File: src/rtl/ad7768_spi_seq_if.sv
// Control bus between the config/key logic and the AD7768 SPI sequencer.
// master: requester (config logic); slave: the sequencer.
interface ad7768_spi_seq_if #(
  parameter int unsigned NUM_XFER   = 2,
  parameter int unsigned FRAME_BITS = 16,
  parameter int unsigned DATA_BITS  = 8
);
  localparam int unsigned CNT_W = $clog2(NUM_XFER + 1);

  logic                             start;
  logic [CNT_W-1:0]                 num_xfer;
  logic [NUM_XFER*FRAME_BITS-1:0]   cmd_flat;
  logic                             busy;
  logic                             done;
  logic [NUM_XFER*DATA_BITS-1:0]    rd_data_flat;
  logic [NUM_XFER-1:0]              rd_valid;

  modport master (
    output start, num_xfer, cmd_flat,
    input  busy, done, rd_data_flat, rd_valid
  );

  modport slave (
    input  start, num_xfer, cmd_flat,
    output busy, done, rd_data_flat, rd_valid
  );
endinterface

File: src/rtl/ad7768_spi_seq.sv
// AD7768 control-port SPI sequencer: one start issues 1..NUM_XFER frames,
// MSB first, CPOL=0, with a cs_n gap after every frame, and captures the low
// DATA_BITS of SDO per frame.
// Build option: define AD7768_SPI_SDO_FALL_EN to sample sdo on the sck falling
// edge (end of bit) instead of the rising edge. Frame timing is unchanged.
module ad7768_spi_seq #(
  parameter int unsigned NUM_XFER   = 2,
  parameter int unsigned FRAME_BITS = 16,
  parameter int unsigned DATA_BITS  = 8,
  parameter int unsigned DIV_HALF   = 2,
  parameter int unsigned CS_GAP     = 18
) (
  input  logic                  clk,
  input  logic                  rst_n,
  ad7768_spi_seq_if.slave       bus,
  input  logic                  sdo,
  output logic                  sck,
  output logic                  cs_n,
  output logic                  sdi
);

  localparam int unsigned CntW = $clog2(NUM_XFER + 1);
  localparam int unsigned IdxW = (NUM_XFER > 1) ? $clog2(NUM_XFER) : 1;
  localparam int unsigned DivW = $clog2(2 * DIV_HALF);
  localparam int unsigned BitW = (FRAME_BITS > 1) ? $clog2(FRAME_BITS) : 1;
  localparam int unsigned GapW = (CS_GAP > 1) ? $clog2(CS_GAP) : 1;

  localparam logic [DivW-1:0] DivRise = DivW'(DIV_HALF - 1);
  localparam logic [DivW-1:0] DivLast = DivW'(2 * DIV_HALF - 1);
  localparam logic [BitW-1:0] BitLast = BitW'(FRAME_BITS - 1);
  localparam logic [GapW-1:0] GapLast = GapW'(CS_GAP - 1);

  typedef enum logic [1:0] {StIdle, StShift, StGap, StFinish} state_e;

  state_e                          state_q;
  logic [NUM_XFER*FRAME_BITS-1:0]  cmd_q;
  logic [CntW-1:0]                 cnt_q;
  logic [IdxW-1:0]                 idx_q;
  logic [DivW-1:0]                 div_q;
  logic [BitW-1:0]                 bit_q;
  logic [GapW-1:0]                 gap_q;
  logic [FRAME_BITS-1:0]           sh_q;
  logic [DATA_BITS-1:0]            cap_q;
  logic                            busy_q;
  logic                            done_q;
  logic [NUM_XFER*DATA_BITS-1:0]   rd_data_q;
  logic [NUM_XFER-1:0]             rd_valid_q;
  logic                            sck_q;
  logic                            cs_n_q;
  logic                            sdi_q;

  logic [DATA_BITS:0]              cap_ext;
  logic [DATA_BITS-1:0]            cap_nxt;
  logic [IdxW-1:0]                 idx_nxt;
  logic [FRAME_BITS-1:0]           frame_first;
  logic [FRAME_BITS-1:0]           frame_nxt;
  logic                            last_frame;

  // Capture shift, next-frame select and end-of-sequence decode
  always_comb begin
    cap_ext     = {cap_q, sdo};
    cap_nxt     = cap_ext[DATA_BITS-1:0];
    idx_nxt     = idx_q + IdxW'(1);
    frame_first = bus.cmd_flat[FRAME_BITS-1:0];
    frame_nxt   = cmd_q[32'(idx_nxt)*FRAME_BITS +: FRAME_BITS];
    last_frame  = ((32'(idx_q) + 32'd1) == 32'(cnt_q));
  end

  // Sequencer FSM with registered SPI pins and status
  always_ff @(posedge clk or negedge rst_n) begin
    if (!rst_n) begin
      state_q    <= StIdle;
      cmd_q      <= '0;
      cnt_q      <= '0;
      idx_q      <= '0;
      div_q      <= '0;
      bit_q      <= '0;
      gap_q      <= '0;
      sh_q       <= '0;
      cap_q      <= '0;
      busy_q     <= 1'b0;
      done_q     <= 1'b0;
      rd_data_q  <= '0;
      rd_valid_q <= '0;
      sck_q      <= 1'b0;
      cs_n_q     <= 1'b1;
      sdi_q      <= 1'b0;
    end else begin
      done_q <= 1'b0;
      unique case (state_q)
        StIdle: begin
          if (bus.start) begin
            if (bus.num_xfer != '0) begin
              cmd_q      <= bus.cmd_flat;
              // Requests beyond the table size are clamped
              if (32'(bus.num_xfer) > NUM_XFER) cnt_q <= CntW'(NUM_XFER);
              else                              cnt_q <= bus.num_xfer;
              idx_q      <= '0;
              div_q      <= '0;
              bit_q      <= '0;
              cap_q      <= '0;
              rd_valid_q <= '0;
              busy_q     <= 1'b1;
              cs_n_q     <= 1'b0;
              sdi_q      <= frame_first[FRAME_BITS-1];
              sh_q       <= frame_first << 1;
              state_q    <= StShift;
            end else begin
              // Empty request: acknowledge without touching the bus
              done_q <= 1'b1;
            end
          end
        end

        StShift: begin
          if (div_q == DivRise) begin
            sck_q <= 1'b1;
`ifndef AD7768_SPI_SDO_FALL_EN
            cap_q <= cap_nxt;
`endif
          end
          if (div_q == DivLast) begin
            div_q <= '0;
            sck_q <= 1'b0;
`ifdef AD7768_SPI_SDO_FALL_EN
            cap_q <= cap_nxt;
`endif
            if (bit_q == BitLast) begin
              bit_q      <= '0;
              gap_q      <= '0;
              cs_n_q     <= 1'b1;
              sdi_q      <= 1'b0;
`ifdef AD7768_SPI_SDO_FALL_EN
              rd_data_q[32'(idx_q)*DATA_BITS +: DATA_BITS] <= cap_nxt;
`else
              rd_data_q[32'(idx_q)*DATA_BITS +: DATA_BITS] <= cap_q;
`endif
              rd_valid_q[idx_q] <= 1'b1;
              state_q    <= StGap;
            end else begin
              bit_q <= bit_q + BitW'(1);
              sdi_q <= sh_q[FRAME_BITS-1];
              sh_q  <= sh_q << 1;
            end
          end else begin
            div_q <= div_q + DivW'(1);
          end
        end

        StGap: begin
          if (gap_q == GapLast) begin
            gap_q <= '0;
            if (last_frame) begin
              state_q <= StFinish;
            end else begin
              idx_q   <= idx_nxt;
              div_q   <= '0;
              cap_q   <= '0;
              cs_n_q  <= 1'b0;
              sdi_q   <= frame_nxt[FRAME_BITS-1];
              sh_q    <= frame_nxt << 1;
              state_q <= StShift;
            end
          end else begin
            gap_q <= gap_q + GapW'(1);
          end
        end

        StFinish: begin
          done_q  <= 1'b1;
          busy_q  <= 1'b0;
          idx_q   <= '0;
          state_q <= StIdle;
        end

        default: state_q <= StIdle;
      endcase
    end
  end

  assign bus.busy         = busy_q;
  assign bus.done         = done_q;
  assign bus.rd_data_flat = rd_data_q;
  assign bus.rd_valid     = rd_valid_q;
  assign sck              = sck_q;
  assign cs_n             = cs_n_q;
  assign sdi              = sdi_q;

endmodule

File: src/flat_wrapper.sv
// flat-port wrapper written by rule: the top's interface ports become plain ports
module ad7768_spi_seq_flat 
#(
  parameter int unsigned NUM_XFER   = 2,
  parameter int unsigned FRAME_BITS = 16,
  parameter int unsigned DATA_BITS  = 8,
  parameter int unsigned DIV_HALF   = 2,
  parameter int unsigned CS_GAP     = 18
)
  (clk, rst_n, sdo, sck, cs_n, sdi, bus_start, bus_num_xfer, bus_cmd_flat, bus_busy, bus_done, bus_rd_data_flat, bus_rd_valid);
  ad7768_spi_seq_if #(.NUM_XFER(NUM_XFER), .FRAME_BITS(FRAME_BITS), .DATA_BITS(DATA_BITS)) bus_i ();
  input  logic clk;
  input  logic rst_n;
  input  logic sdo;
  output logic sck;
  output logic cs_n;
  output logic sdi;
  input wire logic [$bits(bus_i.start)-1:0] bus_start;
  input wire logic [$bits(bus_i.num_xfer)-1:0] bus_num_xfer;
  input wire logic [$bits(bus_i.cmd_flat)-1:0] bus_cmd_flat;
  output wire logic [$bits(bus_i.busy)-1:0] bus_busy;
  output wire logic [$bits(bus_i.done)-1:0] bus_done;
  output wire logic [$bits(bus_i.rd_data_flat)-1:0] bus_rd_data_flat;
  output wire logic [$bits(bus_i.rd_valid)-1:0] bus_rd_valid;
  assign bus_i.start = bus_start;
  assign bus_i.num_xfer = bus_num_xfer;
  assign bus_i.cmd_flat = bus_cmd_flat;
  assign bus_busy = bus_i.busy;
  assign bus_done = bus_i.done;
  assign bus_rd_data_flat = bus_i.rd_data_flat;
  assign bus_rd_valid = bus_i.rd_valid;
  ad7768_spi_seq #(.NUM_XFER(NUM_XFER), .FRAME_BITS(FRAME_BITS), .DATA_BITS(DATA_BITS), .DIV_HALF(DIV_HALF), .CS_GAP(CS_GAP)) u_core (.clk(clk), .rst_n(rst_n), .bus(bus_i), .sdo(sdo), .sck(sck), .cs_n(cs_n), .sdi(sdi));
endmodule
File: config.mk
export PLATFORM = sky130hd
export DESIGN_NAME = ad7768_spi_seq_flat
export DESIGN_NICKNAME = d
export VERILOG_FILES = /design/src/rtl/ad7768_spi_seq_if.sv /design/src/rtl/ad7768_spi_seq.sv /design/src/flat_wrapper.sv
export SDC_FILE = /design/constraint.sdc
export NUM_CORES = 1
export LEC_CHECK = 0
export BUFFER_PORTS_ARGS = -buffer_cell sky130_fd_sc_hd__buf_2
export CELL_PAD_IN_SITES_DETAIL_PLACEMENT = 1
export CELL_PAD_IN_SITES_GLOBAL_PLACEMENT = 1
export CORE_UTILIZATION = 46
export DETAILED_ROUTE_END_ITERATION = 10
export GPL_TIMING_DRIVEN = 0
export PLACE_DENSITY = 0.89
export RECOVER_POWER = 50
export SYNTH_ARGS = -nofsm -noshare
export SYNTH_HDL_FRONTEND = slang
export SYNTH_SLANG_ARGS = --single-unit
File: constraint.sdc
create_clock -name clk -period 3.2 [get_ports clk]
set_clock_uncertainty 0.1 [all_clocks]
set_input_delay 0.8 -clock clk [delete_from_list [all_inputs] [get_ports clk]]
set_output_delay 0.8 -clock clk [all_outputs]
set_load 0.02 [all_outputs]
==> run metrics <==
Num CTS Buffers=9; io pins=61; Global Route Usage Sum=22.97%; via count=3309; critical path arrival=2.85 ns; DRT antenna net count=0; final WL=10.82 mm; family with the most delay on the worst path=buffers and inverters; first-pass GRT wire length=17.78 mm; Slew @ Worst Pin=1.218 ns; critical path required time=3.37 ns; Yosys warnings=0; crit path launch type=flip-flop; die area=10260 sq um; final core occ=55.58%; clock buffer depth=2; CP max stage cell=dfrtp_1; setup_tns=0 ns; synth top area cells=dfrtp_1 (51%), mux2_2 (15%), mux2_4 (3.3%); largest net degree at the start of global routing=50; Pleak=2.385 nW; synthesized instance count=391; port bufs=60; max-cap violations=0; DR pass1 iterations=4; GPL Wtd Cong=0.7578; die span in x=101.3 microns; Via-to-Cell Ratio=5.543; Synth Cell Area=4533 sq um; Most used DFF post-synth=dfrtp_1; clock slew at reported path FFs=0.10 ns; slowest stage delay, CP=0.46 ns; Synth Register Bits=94; Cell Pwr Density=966.9 nW/um^2; drt drc=0; CP Max Fanout=10; TritonCTS clock tree=yes; worst-case hold slack=0.3855 ns; Post-synth EDFFs=0; Nets=511; most numerous cell in the Yosys netlist=dfrtp_1; Yosys cell types=47; Worst Hold Class=reg2reg; vias in the first global route=3582; core box area=9371 sq um; Initial DRC Count=106; CTS sink count=94; Final Max Slew Viols=0; Final Cycle Share=83.71%; cell mode on critical path=clkbuf_1; Async S/R FF share, synth=100.0%; initial antenna violation count=0; crit path kind=reg2reg; area grow syn2layout=14.90%; H-tree depth=3; syn avg cell area=11.59 sq um; min-delay src=u_core.bus.rd_data_flat[14]; Post-CTS Hold Buffers=0; outcome=complete, no violations; CP Cell Sequence=inv_1, ha_1, clkbuf_1, clkbuf_1, buf_1, nand2_1, mux2i_1; Post-Place Setup Slack=0.2942 ns; # resized after CTS=0; top cell type's share of synthesized area=51.34%; Hold Fails Final Rpt=0; Setup Viol. Count Final=0; crit path launch=u_core.state_q[1]; worst flop-to-flop path startpoint=u_core.state_q[1]; Yosys top cell by area=dfrtp_1; root buffer cell=clkbuf_8; worst vdd ir=512.3 uV; share of layout cells above drive strength 1=31.20%; Max-slew headroom=18.80%; sequential area share after synthesis=51.92%; total power=5.036 mW; max frequency=373.3 MHz; CP Buf/Inv Count=4; Mapped Nets=439; Clock Latency Late Sink=0.37 ns; total global routing overflow=0; routed len/inst=18.12 microns; row count=35; setup repair bufs after CTS=0; n_diodes=0; Die Y=101.3 microns; CP endpoint kind=flip-flop; unrepaired setup endpoints after global routing=false; fin crit period=2.679 ns; Starting Density=48.37%; Final WS setup=0.5214 ns; most instantiated cells after synthesis=dfrtp_1 (93), mux2_2 (61), nand2_1 (30), nor2_1 (26), a21oi_1 (23); half-perimeter wire length after placement=7.691 mm
==> final cells by class <==
| class | instances | area, sq um |
|---|---|---|
| clock inverters | 7 | 96.34 |
| plain buffers | 20 | 92.59 |
| multi-input cells | 257 | 2012 |
| clock buffers | 9 | 123.9 |
| well taps | 129 | 161.4 |
| inverters | 20 | 75.07 |
| fillers | 1056 | 4163 |
| flip-flops and latches | 94 | 2354 |
| repair buffers | 61 | 294.0 |
==> state kept, by name, summed over array words and instances, names as in the netlist, 2 cells and up <==
name                     count
u_core.div_q                 2
u_core.cnt_q                 2
u_core.state_q               2
u_core.gap_q                 5
u_core.bus.rd_valid          2
u_core.bus.rd_data_flat     16
u_core.cap_q                 8
u_core.cmd_q                32
u_core.sh_q                 15
u_core.bit_q                 4
==> stage by stage <==
stage | cells | cell area [sq um]
floorplan | 391 | 4533
global placement | 580 | 4995
detailed placement | 581 | 5025
CTS | 597 | 5245
global route | 597 | 5209
finish | 597 | 5209
==> kinds of logic after synthesis <==
group / count (synthesis) / synth area share (%)
buffers and inverters: 40 / 3.699
flip-flops: 94 / 51.92
multiplexers: 82 / 20.89
adder cells (fa/ha/maj): 10 / 2.760
AND/OR/NAND/NOR: 87 / 9.854
AO/OA/AOI/OAI: 78 / 10.88
==> tightest hold or removal path, stage by stage (launching register included) <==
cell and delay [ns]:
dfrtp_1 0.35, nand2_1 0.05, o21ai_0 0.06
==> routing by layer <==
layer  global-route usage [%]  up-vias  part of all wire [%]
met5                        0        -                     0
met4                    9.142        0                   1.6
met3                    3.589       20                   3.2
met2                    42.60       69                    54
met1                    26.46     1680                    41
li1                         -     1540                     -
==> path summary, 6_finish.rpt <==
check / end / cells past startpoint / slack (ns)
max in group asynchronous: u_core.cmd_q[4] / 2 / 0.68
max reg2reg: u_core.cap_q[3] / 7 / 0.52
min: u_core.bus.rd_data_flat[14] / 2 / 0.39
min reg2reg: u_core.bus.rd_data_flat[14] / 2 / 0.39
min in group asynchronous: u_core.bit_q[1] / 1 / 0.53
max: u_core.cap_q[3] / 7 / 0.52
==> cell usage in the layout, fill, tap and decap left out, drive strengths merged, types with 2 or more instances in the layout <==
master	n
ha	10
dfrtp	93
mux2	71
o21ai	18
o311ai	2
clkinv	3
nor2	26
o31ai	2
clkbuf	36
inv	22
nand3b	3
a21oi	23
a31oi	5
a22oi	14
nor2b	5
nand2	30
o22ai	2
buf	54
nor3	2
nand3	9
bufinv	2
mux2i	11
nand2b	3
==> report_power, final <==
part | total [mW] | switching [mW] | internal [mW]
clock | 0.887 | 0.443 | 0.445
combinational | 2.32 | 1.20 | 1.12
sequential | 1.83 | 0.243 | 1.59
(Power assumes the default switching activity.)
